<file path="config.mk">
export PLATFORM = sky130hd
export DESIGN_NAME = spi_slv_ctl
export DESIGN_NICKNAME = d
export VERILOG_FILES = /design/src/rtl/spi_slv_ctl.sv
export SDC_FILE = /design/constraint.sdc
export NUM_CORES = 1
export LEC_CHECK = 0
export ABC_AREA = 1
export BUFFER_PORTS_ARGS = -buffer_cell sky130_fd_sc_hd__buf_2
export CORE_ASPECT_RATIO = 1.25
export CORE_MARGIN = 2
export CORE_UTILIZATION = 50
export DETAILED_ROUTE_END_ITERATION = 12
export HOLD_SLACK_MARGIN = 0.15
export PLACE_DENSITY = 0.72
export SYNTH_ARGS = -nofsm -noshare
export SYNTH_HDL_FRONTEND = slang
export SYNTH_SLANG_ARGS = --single-unit
</file>
<file path="constraint.sdc">
create_clock -name mclk -period 2.35 [get_ports mclk]
set_input_delay 0 -clock mclk [delete_from_list [all_inputs] [get_ports mclk]]
set_output_delay 0 -clock mclk [all_outputs]
set_load 0.01 [all_outputs]
</file>
<file path="src/rtl/spi_slv_ctl.sv">
// SPI mode-0 slave: oversamples ss_n/sck/mosi in mclk, deserialises MOSI, serialises the tx frame MSB first.
// Latency: rx_vld/rx_err pulse SYNC_STAGES+2 mclk after the ss_n rising pin edge; MISO moves SYNC_STAGES+1 mclk after sck fall.
// Backpressure: none; tx_din is taken only if tx_vld at frame start, otherwise an all-zero frame goes out (tx_urun).
// Build option: SPI_SLV_ECHO_EN returns the last good rx_data instead of tx_din.
module spi_slv_ctl #(
   parameter int DATA_BITS   = 26,
   parameter int SYNC_STAGES = 2
) (
   input  logic                 mclk,
   input  logic                 reset,
   input  logic                 ss_n,
   input  logic                 sck,
   input  logic                 mosi,
   output logic                 miso,
   output logic                 miso_oe,
   input  logic [DATA_BITS-1:0] tx_din,
   input  logic                 tx_vld,
   output logic                 tx_ack,
   output logic                 tx_urun,
   output logic [DATA_BITS-1:0] rx_data,
   output logic                 rx_vld,
   output logic                 rx_err,
   output logic                 busy
);

   localparam int CW = $clog2(DATA_BITS + 2);
   localparam logic [CW-1:0] CNT_FULL = CW'(DATA_BITS);
   localparam logic [CW-1:0] CNT_MAX  = CW'(DATA_BITS + 1);

   typedef enum logic [1:0] {IDLE, SHIFT, DONE} state_t;

   logic [SYNC_STAGES-1:0] ss_sync_q, sck_sync_q, mosi_sync_q;
   logic                   ss_hist_q, sck_hist_q;
   logic                   ss_s, sck_s, mosi_s;
   logic                   ss_fall, ss_rise, sck_rise, sck_fall;

   state_t                 state_q, state_d;
   logic                   start, in_shift, in_done;

   logic [DATA_BITS-1:0]   shift_tx_q, shift_rx_q, rx_data_q;
   logic [CW-1:0]          bit_cnt_q;
   logic                   miso_q, miso_oe_q, tx_ack_q, tx_urun_q, rx_vld_q, rx_err_q;

   logic [DATA_BITS-1:0]   tx_src;
   logic                   tx_take;

   // Synchronise the async pins; chains reset to the idle bus levels so release never looks like an edge
   always_ff @(posedge mclk or posedge reset) begin
      if (reset) begin
         ss_sync_q   <= '1;
         sck_sync_q  <= '0;
         mosi_sync_q <= '0;
         ss_hist_q   <= 1'b1;
         sck_hist_q  <= 1'b0;
      end else begin
         ss_sync_q   <= {ss_sync_q[SYNC_STAGES-2:0], ss_n};
         sck_sync_q  <= {sck_sync_q[SYNC_STAGES-2:0], sck};
         mosi_sync_q <= {mosi_sync_q[SYNC_STAGES-2:0], mosi};
         ss_hist_q   <= ss_s;
         sck_hist_q  <= sck_s;
      end
   end

   assign ss_s     = ss_sync_q[SYNC_STAGES-1];
   assign sck_s    = sck_sync_q[SYNC_STAGES-1];
   assign mosi_s   = mosi_sync_q[SYNC_STAGES-1];
   assign ss_fall  = ss_hist_q & ~ss_s;
   assign ss_rise  = ~ss_hist_q & ss_s;
   assign sck_rise = ~sck_hist_q & sck_s;
   assign sck_fall = sck_hist_q & ~sck_s;

`ifdef SPI_SLV_ECHO_EN
   // Loopback: the previous good frame is always available, so every start counts as an ack
   logic unused_tx;
   assign unused_tx = &{1'b0, tx_din, tx_vld};
   assign tx_src    = rx_data_q;
   assign tx_take   = 1'b1;
`else
   assign tx_src    = tx_vld ? tx_din : '0;
   assign tx_take   = tx_vld;
`endif

   // FSM state register
   always_ff @(posedge mclk or posedge reset) begin
      if (reset) state_q <= IDLE;
      else       state_q <= state_d;
   end

   // FSM next state; ss_fall inside SHIFT is not expected and is ignored
   always_comb begin
      state_d = state_q;
      case (state_q)
         IDLE:    if (ss_fall) state_d = SHIFT;
         SHIFT:   if (ss_rise) state_d = DONE;
         DONE:    state_d = IDLE;
         default: state_d = IDLE;
      endcase
   end

   // FSM decoded controls for the datapath
   always_comb begin
      start    = (state_q == IDLE) && ss_fall;
      in_shift = (state_q == SHIFT);
      in_done  = (state_q == DONE);
      busy     = (state_q != IDLE);
   end

   // Datapath: load at start, shift on sck edges, judge the frame in DONE
   always_ff @(posedge mclk or posedge reset) begin
      if (reset) begin
         shift_tx_q <= '0;
         shift_rx_q <= '0;
         rx_data_q  <= '0;
         bit_cnt_q  <= '0;
         miso_q     <= 1'b0;
         miso_oe_q  <= 1'b0;
         tx_ack_q   <= 1'b0;
         tx_urun_q  <= 1'b0;
         rx_vld_q   <= 1'b0;
         rx_err_q   <= 1'b0;
      end else begin
         tx_ack_q  <= 1'b0;
         tx_urun_q <= 1'b0;
         rx_vld_q  <= 1'b0;
         rx_err_q  <= 1'b0;
         if (start) begin
            shift_tx_q <= tx_src;
            shift_rx_q <= '0;
            miso_q     <= tx_src[DATA_BITS-1];
            miso_oe_q  <= 1'b1;
            bit_cnt_q  <= '0;
            tx_ack_q   <= tx_take;
            tx_urun_q  <= ~tx_take;
         end
         // a rise landing together with ss_rise is still counted before DONE judges the frame
         if (in_shift && sck_rise) begin
            shift_rx_q <= {shift_rx_q[DATA_BITS-2:0], mosi_s};
            if (bit_cnt_q != CNT_MAX) bit_cnt_q <= bit_cnt_q + 1'b1;
         end
         // zeros fill from the bottom, so MISO drops to 0 after the last bit
         if (in_shift && sck_fall) begin
            shift_tx_q <= {shift_tx_q[DATA_BITS-2:0], 1'b0};
            miso_q     <= shift_tx_q[DATA_BITS-2];
         end
         if (in_done) begin
            if (bit_cnt_q == CNT_FULL) begin
               rx_data_q <= shift_rx_q;
               rx_vld_q  <= 1'b1;
            end else begin
               rx_err_q  <= 1'b1;
            end
            miso_oe_q <= 1'b0;
            miso_q    <= 1'b0;
         end
      end
   end

   assign miso    = miso_q;
   assign miso_oe = miso_oe_q;
   assign tx_ack  = tx_ack_q;
   assign tx_urun = tx_urun_q;
   assign rx_data = rx_data_q;
   assign rx_vld  = rx_vld_q;
   assign rx_err  = rx_err_q;

endmodule

</file>
==> flow_metrics.py <==
metrics = {
    "critical_path": {
        "critPathRequiredTime_ns": 2.66,
        "endpoint_kind": "flip-flop",
        "arrival_ns": 2.37,
        "crit_buf_inv": 2,
        "startpoint_type": "flip-flop",
        "crit_fanout": 26,
        "critical_path.cell_chain": "inv_1, nor2_1, nand2_4, nor2_8, nand2_1, dlygate4sd3_1, nand2_1",
        "cp_slowest_cell": "dlygate4sd3_1",
        "timing_worst_setup_path_type": "flip-flop to flip-flop",
        "cp_top_family": "simple AND/OR/NAND/NOR gates",
        "slowest_delay_ns": 0.57,
        "crit_top_cell": "nand2_1",
    },
    "timing": {
        "fin_worst_skew_ns": 0.0156,
        "holdWs_ns": 0.259,
        "setup_viol": 0,
        "layout_min_cycle_time_ns": 2.06,
        "worst_slack_ns": 0.294,
        "grt_setup_unrepaired": "false",
        "worstMarginPinSlew_ns": 0.827,
        "finalHoldViolCount": 0,
        "fmax_ghz": 0.486,
        "slew_violations": 0,
        "slew_headroom_pct": 44.8,
        "tns_ns": 0,
        "fin_crit_sh_pct": 87.5,
    },
    "yosys": {
        "synth-adder-area-share_pct": 0.620,
        "synth_area_um2": 4040,
        "synth_cell_types": 27,
        "synth_flop_cell": "dfrtp_1",
        "synth_xor_area_share_pct": 0.434,
        "avgSynthCellArea_um2": 9.56,
        "synthMuxAreaShare_pct": 0,
        "synth-compound-area-share_pct": 7.44,
        "netlist_instances": 422,
        "synth_top_family_by_area": "simple AND/OR/NAND/NOR gates",
        "synth-simple-area-share_pct": 22.9,
        "synthArstFlopShare_pct": 100,
        "syn-num-nets": 456,
        "synth_edf_count": 0,
        "synth-seq-cells": 98,
        "ys_warn_count": 0,
        "yosysSeqAreaShare_pct": 60.9,
    },
    "cts": {
        "clockBufferDepth": 2,
        "cts.sinks": 98,
        "cts_inserted_buffers": 9,
        "clkTransAtPathRegs_ns": 0.09,
        "cts-root-buf": "clkbuf_8",
        "clock_latency_ns": 0.38,
        "htree_levels": 3,
        "cts_tree": "yes",
        "cts_setup_buffers": 0,
    },
    "layout": {
        "fill_cells": 649,
        "final_core_util_pct": 62.3,
        "synthToLayoutAreaGrowth_pct": 21.1,
        "layout.nets": 545,
        "drive_gt1_share_pct": 19.2,
        "seqCellArea_um2": 2460,
        "diodes": 0,
        "multi_input_area_um2": 1270,
    },
    "routing": {
        "routedWlPerCell_um": 13.5,
        "vias": 3170,
        "drt-vias-per-instance": 5.19,
        "drc": 0,
        "initialDrtViolationCount": 124,
        "dr.pass1.iters": 4,
        "drtAntennaViolNets": 0,
        "wirelength_um": 8230,
    },
    "run_status": {
        "status": "complete, no violations",
    },
    "worst_hold_path": {
        "hold_path_class": "primary input to flip-flop",
    },
    "floorplan": {
        "rows": 36,
        "num_io_pins": 65,
        "start_util_pct": 51.5,
        "coreArea_um2": 7840,
        "dieWidth_um": 84.4,
        "die_h_um": 104,
        "die_area_um2": 8810,
    },
    "global_route": {
        "grt_max_degree": 44,
        "grt.total_usage_pct": 20.4,
        "antenna_found_initial": 0,
        "grt_pass1_vias": 3155,
        "grt_pass1_wl_um": 14400,
        "grt_overflow": 0,
    },
    "placement": {
        "io_buffers": 64,
        "gp_congestion": 0.737,
        "dpl.hpwl_um": 5060,
        "post-place-ws_ns": 0.569,
    },
    "job": {
        "drv_cap": 0,
    },
    "power_and_ir_drop": {
        "vdd_drop_max_uv": 460,
        "power.leakage_uw": 0.00261,
        "power.density_nw_per_um2": 757,
    },
}
repair_timing:
item / 4_1_cts / 5_1_grt
gates resized for setup: 0 / 0
hold buffers: 32 / 0
hold endpoints to repair: 64 / 0
cells by family (layout without fill, tap and decap cells):
| kind of cell | Yosys count | after routing |
|---|---|---|
| xor+xnor | 2 | 2 |
| simple gates | 204 | 204 |
| flops | 98 | 98 |
| fa+ha+maj | 2 | 2 |
| buf+inv | 62 | 156 |
| compound gates | 54 | 54 |
final cells by class:
cell class / instances / area share [%]
Multi-Input combinational cell: 262 / 25.9
Clock buffer: 10 / 2.82
Clock inverter: 6 / 1.33
Sequential cell: 98 / 50.3
Timing Repair Buffer: 101 / 14.1
Tap cell: 95 / 2.43
Inverter: 39 / 3.07
sequential cells by signal, summed over array words and instances, names as in the netlist, 2 cells and up:
| signal | count |
|---|---|
| rx_data | 26 |
| shift_rx_q | 26 |
| shift_tx_q | 25 |
| bit_cnt_q | 5 |
| mosi_sync_q | 2 |
| sck_sync_q | 2 |
| ss_sync_q | 2 |
| state_q | 2 |
layer usage:
layer | vias up | part of all wire [%] | track usage [%] | wire [um]
li1 | 1551 | - | - | -
met5 | - | 0 | 0 | 0
met2 | 98 | 49 | 32.5 | 3990
met4 | 0 | 3.2 | 9.18 | 264
met1 | 1494 | 43 | 26.0 | 3540
met3 | 27 | 5.3 | 5.48 | 437
synth_stat cells (2+ instances only):
cell	count	area share, %
nand2_1	127	12
dfrtp_1	95	59
nand3_1	60	7.4
inv_1	37	3.4
o21ai_0	26	3.2
o22ai_1	24	3.7
buf_2	8	0.99
buf_6	7	2.0
nor2_1	5	0.47
buf_4	4	0.74
o21ai_1	4	0.50
dfstp_2	3	2.0
clkbuf_1	2	0.19
ha_1	2	0.62
inv_2	2	0.19
nand2_2	2	0.31
nand3b_1	2	0.37
nor2_8	2	0.99
xor2_1	2	0.43
stage by stage:
step	power (uW)	std cells	cell area [um2]
2_1_floorplan	2440	422	4040
3_3_place_gp	2550	563	4360
3_5_place_dp	2580	563	4360
4_1_cts	3730	611	4890
5_1_grt	3890	611	4890
6_report	3700	611	4890
cells in the final DEF, fill, tap and decap left out, types with 3 or more instances in the layout:
cell	count
dfrtp_1	95
o21ai_1	4
dlygate4sd3_1	32
nor2_1	5
o21ai_0	26
buf_2	64
o22ai_1	24
buf_4	4
inv_1	36
nand3_1	60
nand2_1	127
clkbuf_8	10
dfstp_2	3
worst reg2reg max path, cell delays in order (launching register included):
cell	delay, ns
dfstp_2	0.52
inv_1	0.04
nor2_1	0.15
nand2_4	0.23
nor2_8	0.35
nand2_1	0.08
dlygate4sd3_1	0.57
nand2_1	0.07
power breakdown:
group	switching, uW	total (uW)	internal [uW]	leakage (uW)
clock	585	1110	523	0.000103
sequential	134	2030	1900	0.00131
combinational	318	559	242	0.00119
total	1040	3700	2660	0.00261
final timing paths:
check | startpoint | to | slack [ns] | cells after the start
worst max register to register | ss_hist_q | shift_tx_q[0] | 0.29 | 7
min in group asynchronous | reset | shift_rx_q[24] | 0.33 | 3
worst min register to register | sck_sync_q[0] | sck_sync_q[1] | 0.35 | 0
worst max-delay path | ss_hist_q | shift_tx_q[0] | 0.29 | 7
worst min-delay path | mosi | mosi_sync_q[0] | 0.26 | 2
max in group asynchronous | reset | rx_data[11] | 1.30 | 4
Note: power is estimated with default switching activity, not from simulation.
